File: src/rtl/button_debounce.sv
// Push-button conditioner: two-flop synchronizer, stability-count debouncer,
// press/release/long-press strobes and a wrapping press counter.
module button_debounce #(
   parameter int DEBOUNCE_CYCLES = 1000000,
   parameter int LONG_CYCLES     = 100000000
) (
   input  logic       CLK100MHZ,
   input  logic       CPU_RESETN,
   input  logic       BTN,
   output logic       btn_level,
   output logic       press_pulse,
   output logic       release_pulse,
   output logic       long_press,
   output logic [7:0] press_count
);

   localparam logic [23:0] DB_LAST   = 24'(DEBOUNCE_CYCLES - 1);
   localparam logic [26:0] HOLD_LAST = 27'(LONG_CYCLES - 1);

   typedef enum logic [1:0] {
      RELEASED = 2'b00,
      PRESSED  = 2'b01,
      HELD     = 2'b10
   } state_t;

   logic        sync_meta_r;
   logic        sync_r;
   logic [23:0] db_cnt_r;
   logic        btn_level_r;
   logic        differ_s;
   logic        accept_s;
   logic        rise_s;
   logic        fall_s;

   state_t      state_r;
   state_t      state_s;
   logic [26:0] hold_cnt_r;
   logic [26:0] hold_cnt_s;
   logic        press_pulse_r;
   logic        press_pulse_s;
   logic        release_pulse_r;
   logic        release_pulse_s;
   logic        long_press_r;
   logic        long_press_s;
   logic [7:0]  press_count_r;
   logic [7:0]  press_count_s;

   // Two-flop synchronizer for the asynchronous button input
   always_ff @(posedge CLK100MHZ or negedge CPU_RESETN) begin
      if (!CPU_RESETN) begin
         sync_meta_r <= 1'b0;
         sync_r      <= 1'b0;
      end else begin
         sync_meta_r <= BTN;
         sync_r      <= sync_meta_r;
      end
   end

   assign differ_s = (sync_r != btn_level_r);
   assign accept_s = differ_s && (db_cnt_r == DB_LAST);
   assign rise_s   = accept_s && sync_r;
   assign fall_s   = accept_s && !sync_r;

   // Stability counter: any return to the current level restarts the count
   always_ff @(posedge CLK100MHZ or negedge CPU_RESETN) begin
      if (!CPU_RESETN) begin
         db_cnt_r    <= 24'd0;
         btn_level_r <= 1'b0;
      end else if (!differ_s) begin
         db_cnt_r    <= 24'd0;
      end else if (accept_s) begin
         db_cnt_r    <= 24'd0;
         btn_level_r <= sync_r;
      end else begin
         db_cnt_r    <= db_cnt_r + 24'd1;
      end
   end

   // Press-state next-state and strobe decode; release beats long-press
   always_comb begin
      state_s         = state_r;
      hold_cnt_s      = hold_cnt_r;
      press_pulse_s   = 1'b0;
      release_pulse_s = 1'b0;
      long_press_s    = 1'b0;
      press_count_s   = press_count_r;
      case (state_r)
         RELEASED: begin
            if (rise_s) begin
               state_s       = PRESSED;
               hold_cnt_s    = 27'd0;
               press_pulse_s = 1'b1;
               press_count_s = press_count_r + 8'd1;
            end else begin
               state_s       = RELEASED;
            end
         end
         PRESSED: begin
            if (fall_s) begin
               state_s         = RELEASED;
               release_pulse_s = 1'b1;
            end else if (hold_cnt_r == HOLD_LAST) begin
               state_s         = HELD;
               long_press_s    = 1'b1;
            end else begin
               hold_cnt_s      = hold_cnt_r + 27'd1;
            end
         end
         HELD: begin
            if (fall_s) begin
               state_s         = RELEASED;
               release_pulse_s = 1'b1;
            end else begin
               state_s         = HELD;
            end
         end
         default: begin
            state_s = RELEASED;
         end
      endcase
   end

   // State, hold counter and registered outputs
   always_ff @(posedge CLK100MHZ or negedge CPU_RESETN) begin
      if (!CPU_RESETN) begin
         state_r         <= RELEASED;
         hold_cnt_r      <= 27'd0;
         press_pulse_r   <= 1'b0;
         release_pulse_r <= 1'b0;
         long_press_r    <= 1'b0;
         press_count_r   <= 8'd0;
      end else begin
         state_r         <= state_s;
         hold_cnt_r      <= hold_cnt_s;
         press_pulse_r   <= press_pulse_s;
         release_pulse_r <= release_pulse_s;
         long_press_r    <= long_press_s;
         press_count_r   <= press_count_s;
      end
   end

   assign btn_level     = btn_level_r;
   assign press_pulse   = press_pulse_r;
   assign release_pulse = release_pulse_r;
   assign long_press    = long_press_r;
   assign press_count   = press_count_r;

endmodule

File: config.mk
export PLATFORM = sky130hd
export DESIGN_NAME = button_debounce
export DESIGN_NICKNAME = d
export VERILOG_FILES = /design/src/rtl/button_debounce.sv
export SDC_FILE = /design/constraint.sdc
export NUM_CORES = 1
export LEC_CHECK = 0
export ABC_AREA = 1
export BUFFER_PORTS_ARGS = -buffer_cell sky130_fd_sc_hd__buf_2
export CORE_UTILIZATION = 67
export CTS_CLUSTER_SIZE = 12
export DETAILED_ROUTE_END_ITERATION = 16
export PLACE_DENSITY = 0.85
export SLEW_MARGIN = 20
export SYNTH_ARGS = -nofsm -noshare
export SYNTH_HDL_FRONTEND = slang
export SYNTH_SLANG_ARGS = --single-unit
File: constraint.sdc
create_clock -name CLK100MHZ -period 4 [get_ports CLK100MHZ]
set_input_delay 1.2 -clock CLK100MHZ [delete_from_list [all_inputs] [get_ports CLK100MHZ]]
set_output_delay 1.2 -clock CLK100MHZ [all_outputs]
set_load 0.02 [all_outputs]
==> results of run 1 <==
==> worst min-delay path by stage <==
stage           startpoint     end  slack [ns]  cells past startpoint
6_report       sync_meta_r  sync_r        0.35                      0
5_1_grt        sync_meta_r  sync_r        0.36                      0
4_1_cts        sync_meta_r  sync_r        0.35                      0
3_5_place_dp   sync_meta_r  sync_r        0.34                      0
3_3_place_gp   sync_meta_r  sync_r        0.35                      0
2_1_floorplan  sync_meta_r  sync_r        0.33                      0
==> cell usage after synthesis (2+ instances only) <==
master,number
nand2_1,160
nor2_1,113
dfrtp_1,67
inv_1,54
nand3_1,50
nand2_2,46
nand4_1,15
nor3_1,14
xor2_1,12
o21ai_0,9
a21oi_1,8
inv_2,7
ha_1,6
buf_6,5
nor3b_1,5
xnor2_1,5
clkbuf_1,4
a211oi_1,3
nand2_4,3
nand3_2,3
nor2_2,3
nor2_4,3
buf_12,2
buf_2,2
nand3b_1,2
o21bai_1,2
==> power by group through the flow <==
stage / combinational (mW) / sequential, mW / clock [mW]
floorplan: 0.0129 / 0.695 / 0
global placement: 0.0282 / 0.697 / 0
detailed placement: 0.0291 / 0.697 / 0
CTS: 0.0290 / 0.683 / 0.604
global route: 0.0328 / 0.684 / 0.627
finish: 0.0281 / 0.683 / 0.598
==> state kept, by name, indices dropped and copies added, names as in the netlist <==
register and count:
btn_level 1, state_r 2, release_pulse 1, db_cnt_r 24, sync_r 1, long_press 1
sync_meta_r 1, press_pulse 1, hold_cnt_r 27, press_count 8
==> stage by stage <==
step	worst slack [ns]	cell area (um^2)	power, mW	cells
finish	1.395	4672	1.310	710
global route	1.188	4672	1.344	710
CTS	1.409	4669	1.317	710
detailed placement	1.489	4461	0.7259	694
global placement	1.603	4461	0.7248	694
floorplan	2.274	4400	0.7083	614
==> layout make-up <==
type,instances,share of cell area [%]
Multi-Input combinational cell,473,50.80
Sequential cell,67,35.89
Inverter,61,4.901
Clock buffer,10,2.946
Tap cell,77,2.062
Timing Repair Buffer,16,1.875
Clock inverter,6,1.527
==> logic make-up after synthesis <==
| group | count (synthesis) | synth area share, % |
|---|---|---|
| adders and majority gates | 6 | 1.706 |
| buffers and inverters | 74 | 7.961 |
| AOI/OAI and AO/OA | 25 | 3.526 |
| DFF | 67 | 38.10 |
| xor gates and xnor gates | 18 | 3.753 |
| and+or+nand+nor | 424 | 44.95 |
==> metal layers <==
layer  wire length [um]  vias to the layer above  track usage [%]
li1                   -                     1955                -
met1               4123                     1839            35.88
met2               5120                       94            54.47
met3                362                       22            5.467
met4                178                        0            12.23
met5                  0                        -                0
==> run_results.csv, run 1 <==
group,metric,value,unit
status,status,"completed",
pwr,p_sw,0.3130,mW
min_path,hp-class,"reg -> reg",
logic_synthesis,synth_nets,623,
clock_network,cts-root-buf,"clkbuf_8",
cells_and_area,nets,637,
sta,maxSlewViolCount,0,
sta,max_freq,383.8,MHz
pwr,p_leak,2.114,nW
cells_and_area,layout_commonest_cell,"nand2_1",
pwr,ir_drop,0.2272,mV
setup_path,worstSetupPathType,"reg -> reg",
clock_network,postCtsSetupBuffers,0,
sta,finalCritPeriodShare,65.13,%
setup_path,r2r_slack,1.39,ns
logic_synthesis,synth.avg_cell_area,7.167,um^2
placed_design,gp_congestion,1.044,
job,maxCapViolCount,0,
detailed_routing,drc,0,
logic_synthesis,synth_edf_count,0,
placed_design,port_buffers,14,
detailed_routing,vias_per_cell,5.507,
detailed_routing,drt-wirelength-per-cell,13.78,um
sta,finalSetupViolations,0,
logic_synthesis,ys_seq_elements,67,
floorplan,die_width,83.04,um
sta,rsz0062_at_grt,"false",
global_route,overflow,0,
cells_and_area,area_delta_synth_final,6.170,%
cells_and_area,layout_common_cells,"nand2_1 (160), nor2_1 (113), dfrtp_1 (67), inv_1 (54), nand3_1 (50)",
setup_path,worstReg2RegEnd,"hold_cnt_r[5]",
setup_path,cp.buffers_inverters,2,
logic_synthesis,yosys.area.top_type,"dfrtp_1",
setup_path,cp-end-kind,"flop",
clock_network,clkTransAtPathRegs,0.08,ns
clock_network,cts_tree,"yes",
clock_network,ctsResizeCount,0,
sta,fin_tns_setup,0,ns
sta,hold_ws,0.3513,ns
global_route,grt_pass1_wl,17070,um
global_route,track_usage,30.40,%
pwr,p_clk_share,45.7,%
setup_path,worstSetupStartpointType,"flop",
logic_synthesis,synthFlopType,"dfrtp_1",
clock_network,cts_made_buffers,9,
logic_synthesis,synth_cell_types,37,
sta,tightest_slew,0.9142,ns
detailed_routing,finalWirelength,9784,um
detailed_routing,drtAntennaViolNets,0,
logic_synthesis,synth_warnings,0,
setup_path,cp_data_arrival_time,2.84,ns
floorplan,io_pins,15,
sta,skew,0.01171,ns
placed_design,hpwl,6878,um
cells_and_area,multi_input_comb_area,2374,um^2
cells_and_area,antennaDiodeCount,0,
floorplan,coreArea,6350,um^2
setup_path,crit_start,"state_r[1]",
logic_synthesis,synthArstFlopShare,100.0,%
setup_path,path_delay_family,"compound AO/OA/AOI/OAI gates",
pwr,comb_power_share,2.1,%
pwr,powerDensity,280.4,nW/um^2
sta,maxSlewHeadroom,39.05,%
global_route,grt_pass1_vias,3821,
clock_network,clock-sinks,67,
global_route,grt_max_degree,47,
cells_and_area,drive_gt1_share,16.27,%
detailed_routing,dr.pass1.iters,5,
detailed_routing,vias,3910,
floorplan,die-height,83.04,um
pwr,swShare,23.89,%
logic_synthesis,synthCells,614,
setup_path,cp_data_required_time,4.23,ns
cells_and_area,fin_util,73.58,%
setup_path,r2r_start,"state_r[1]",
logic_synthesis,synth.top_cell.area_share,38.10,%
cells_and_area,regArea,1677,um^2
setup_path,cp-endpoint,"hold_cnt_r[5]",
clock_network,h-tree-depth,3,
clock_network,cts_hold_buf,0,
pwr,pwr-share-seq,52.2,%
sta,finalHoldViolCount,0,
floorplan,initial_core_util,69.30,%
setup_path,crit_fanout,29,
clock_network,clockBufferDepth,2,
floorplan,rows,29,
setup_path,cp_slowest_stage_delay,0.82,ns
pwr,internal_power,0.9969,mW
floorplan,die-area,6896,um^2
logic_synthesis,ys_seq_area_share,38.10,%
global_route,antenna_found_initial,0,
detailed_routing,dr.first_iter.drc_count,239,
setup_path,cp_cell_sequence,"inv_1, ha_1, inv_1, o21ai_4, nand2_8, nand2_1, nand2_1",
logic_synthesis,synth_area,4400,um^2
setup_path,cpMaxStageDelayCell,"o21ai_4",
clock_network,clk_latency,0.35,ns
setup_path,reg2reg_depth,7,
setup_path,crit_cells,7,
logic_synthesis,synthTopCellsByArea,"dfrtp_1 (38%), nand2_1 (14%), nor2_1 (9.6%)",
cells_and_area,nFillCells,498,
sta,layout_min_cycle_time,2.605,ns
Power figures use the tool's default switching activity.
==> run 2, diff against run 1 <==
--- a/config.mk
+++ b/config.mk
@@ -5,12 +5,12 @@
 export SDC_FILE = /design/constraint.sdc
 export NUM_CORES = 1
 export LEC_CHECK = 0
-export ABC_AREA = 1
+export ABC_AREA = 0
 export BUFFER_PORTS_ARGS = -buffer_cell sky130_fd_sc_hd__buf_2
-export CORE_UTILIZATION = 67
+export CORE_UTILIZATION = 61
 export CTS_CLUSTER_SIZE = 12
 export DETAILED_ROUTE_END_ITERATION = 16
-export PLACE_DENSITY = 0.85
+export PLACE_DENSITY = 0.79
 export SLEW_MARGIN = 20
 export SYNTH_ARGS = -nofsm -noshare
 export SYNTH_HDL_FRONTEND = slang
==> constraint.sdc (replaced) <==
create_clock -name CLK100MHZ -period 2.6 [get_ports CLK100MHZ]
set_input_delay 0.78 -clock CLK100MHZ [delete_from_list [all_inputs] [get_ports CLK100MHZ]]
set_output_delay 0.78 -clock CLK100MHZ [all_outputs]
set_load 0.02 [all_outputs]
==> run 2 against run 1 <==
Compared with the run above: largest power group unchanged; final cell count shrank 35%; critical path depth is the same; clock skew fell by 0.0040 ns; register-to-register slack lost 1.2 ns; synthesized area shrank 20%; sequential share of layout area up 7.4 points; core utilization is 3.7 points lower.
==> run_results.csv, run 2 <==
group,metric,value,unit
floorplan,die-area,6093,um^2
detailed_routing,drt-wirelength-per-cell,15.29,um
sta,max_freq,419.6,MHz
logic_synthesis,synthCells,364,
setup_path,reg2reg_depth,7,
sta,layout_setup_ws,0.2169,ns
global_route,track_usage,26.02,%
cells_and_area,largest_reg_flops,27,
clock_network,cts_made_buffers,9,
logic_synthesis,synth_most_common_cell,"dfrtp_1",
logic_synthesis,synth_cell_types,50,
setup_path,worstSetupStartpointType,"flop",
detailed_routing,vias,2774,
clock_network,clockBufferDepth,2,
logic_synthesis,synth_warnings,0,
floorplan,die-height,78.06,um
setup_path,cp-endpoint,"hold_cnt_r[16]",
setup_path,crit_start,"db_cnt_r[0]",
placed_design,preCtsSetupSlack,0.2449,ns
pwr,ir_drop,0.3337,mV
logic_synthesis,synth.avg_cell_area,9.693,um^2
pwr,p_leak,1.675,nW
floorplan,initial_core_util,63.69,%
pwr,power,1.838,mW
logic_synthesis,ys_seq_area_share,47.52,%
clock_network,cts_tree,"yes",
setup_path,cp_data_required_time,2.81,ns
floorplan,io_pins,15,
logic_synthesis,synth.top_cell.area_share,47.52,%
clock_network,postCtsSetupBuffers,0,
cells_and_area,layout_commonest_cell,"dfrtp_1",
sta,maxSlewViolCount,0,
setup_path,r2r_start,"db_cnt_r[0]",
sta,finalSetupViolations,0,
cells_and_area,antennaDiodeCount,0,
detailed_routing,finalWirelength,7050,um
sta,rsz0062_at_grt,"false",
global_route,grt_max_degree,68,
clock_network,clock-sinks,67,
cells_and_area,nets,395,
detailed_routing,drc,0,
sta,maxSlewHeadroom,48.58,%
clock_network,cts-root-buf,"clkbuf_8",
placed_design,port_buffers,14,
clock_network,clkTransAtPathRegs,0.07,ns
logic_synthesis,synth_nets,373,
global_route,grt_pass1_vias,2625,
clock_network,cts_hold_buf,0,
setup_path,worstReg2RegEnd,"hold_cnt_r[16]",
job,maxCapViolCount,0,
logic_synthesis,synthFlopType,"dfrtp_1",
floorplan,die_width,78.06,um
placed_design,place_area,3706,um^2
floorplan,coreArea,5540,um^2
min_path,hp-class,"reg -> reg",
logic_synthesis,synth_area,3528,um^2
clock_network,ctsResizeCount,0,
sta,layout_min_cycle_time,2.383,ns
pwr,powerDensity,474.6,nW/um^2
status,status,"completed",
global_route,overflow,0,
cells_and_area,drive_gt1_share,13.37,%
sta,skew,0.007753,ns
logic_synthesis,synthArstFlopShare,100.0,%
sta,tightest_slew,0.7643,ns
logic_synthesis,ys_seq_elements,67,
logic_synthesis,synthTopCellsByArea,"dfrtp_1 (48%), xnor2_1 (5.2%), nor2_1 (4.4%)",
floorplan,rows,27,
cells_and_area,area_delta_synth_final,9.752,%
sta,finalCritPeriodShare,91.66,%
global_route,grt_pass1_wl,12250,um
logic_synthesis,yosys.area.top_type,"dfrtp_1",
logic_synthesis,synth_edf_count,0,
setup_path,cp_data_arrival_time,2.60,ns
clock_network,h-tree-depth,3,
sta,fin_tns_setup,0,ns
cells_and_area,layout_common_cells,"dfrtp_1 (67), nor2_1 (41), nand2_1 (29), o21ai_1 (23)",
placed_design,gp_congestion,0.8206,
cells_and_area,finish.instance_area,3872,um^2
placed_design,hpwl,4735,um
detailed_routing,dr.first_iter.drc_count,186,
detailed_routing,vias_per_cell,6.017,
global_route,antenna_found_initial,0,
sta,finalHoldViolCount,0,
detailed_routing,dr.pass1.iters,5,
detailed_routing,drtAntennaViolNets,0,
sta,hold_ws,0.3549,ns
clock_network,clk_latency,0.34,ns
setup_path,cp-end-kind,"flop",
setup_path,crit_fanout,14,
cells_and_area,regMostFlops,"hold_cnt_r",
setup_path,r2r_slack,0.22,ns
setup_path,worstSetupPathType,"reg -> reg",
logic_synthesis,yosys-top-cells-count,"dfrtp_1 (67), nor2_1 (41), nand2_1 (29), o21ai_1 (23)",
[run 2: changes by cell type after synthesis, sizes merged, moves of 15 or more]
| cell | delta |
|---|---|
| nor2 | -79 |
| inv | -47 |
| xnor2 | +15 |
| nand2 | -181 |
| o21ai | +16 |
| o31ai | +21 |
| nand3 | -32 |
[run 2: stage by stage]
step | util, % | std cells
floorplan | - | 364
global placement | 66.89 | 447
detailed placement | 66.89 | 447
CTS | 69.90 | 461
global route | 69.90 | 461
finish | 69.90 | 461
[run 2: kinds of logic (layout without fill, tap and decap cells)]
family | after synthesis | count (layout) | synth area share [%]
multiplexers | 3 | 3 | 0.8865
flip-flops | 67 | 67 | 47.52
buffers and inverters | 27 | 52 | 3.830
AO/OA/AOI/OAI | 74 | 74 | 13.87
adder cells (fa/ha/maj) | 6 | 6 | 2.128
AND/OR/NAND/NOR | 157 | 157 | 24.11
XOR/XNOR | 30 | 30 | 7.660
[run 2: layout make-up]
class                           instances  area (um^2)
Tap cell                               72        90.09
Sequential cell                        67         1677
Inverter                               14        52.55
Clock inverter                          3        15.01
Timing Repair Buffer                   24        170.2
Clock buffer                           11        151.4
Fill cell                             428         1668
Multi-Input combinational cell        270         1717
[run 2: worst max-delay path, cell delays in order, from the launching register on]
cell and delay [ns]:
dfrtp_1 0.39, ha_1 0.24, and4_1 0.23, nand2_1 0.21
o31ai_4 0.40, nand3_2 0.20, buf_4 0.24, o41ai_1 0.34
[run 2: how the worst min path moves through the flow]
stage / startpoint / end / slack (ns) / cells after the start
after global routing: sync_meta_r / sync_r / 0.37 / 0
final: sync_meta_r / sync_r / 0.35 / 0
after floorplan: sync_meta_r / sync_r / 0.33 / 0
after global placement: sync_meta_r / sync_r / 0.34 / 0
after CTS: sync_meta_r / sync_r / 0.36 / 0
after detailed placement: sync_meta_r / sync_r / 0.34 / 0
[run 2: report_power, final]
group | internal (mW) | total (mW) | switching, mW
logic | 0.00958 | 0.0383 | 0.0287
clock network | 0.382 | 0.745 | 0.363
registers | 1.05 | 1.05 | 0.00639
[run 2: layer usage]
metal | part of all wire (%) | global-route usage (%) | up-vias | wire length [um]
met4 | 1.7 | 10.00 | 0 | 118
met3 | 3.7 | 5.465 | 12 | 263
li1 | - | - | 1352 | -
met5 | 0 | 0 | - | 0
met1 | 49 | 35.42 | 1345 | 3465
met2 | 45 | 40.96 | 65 | 3202
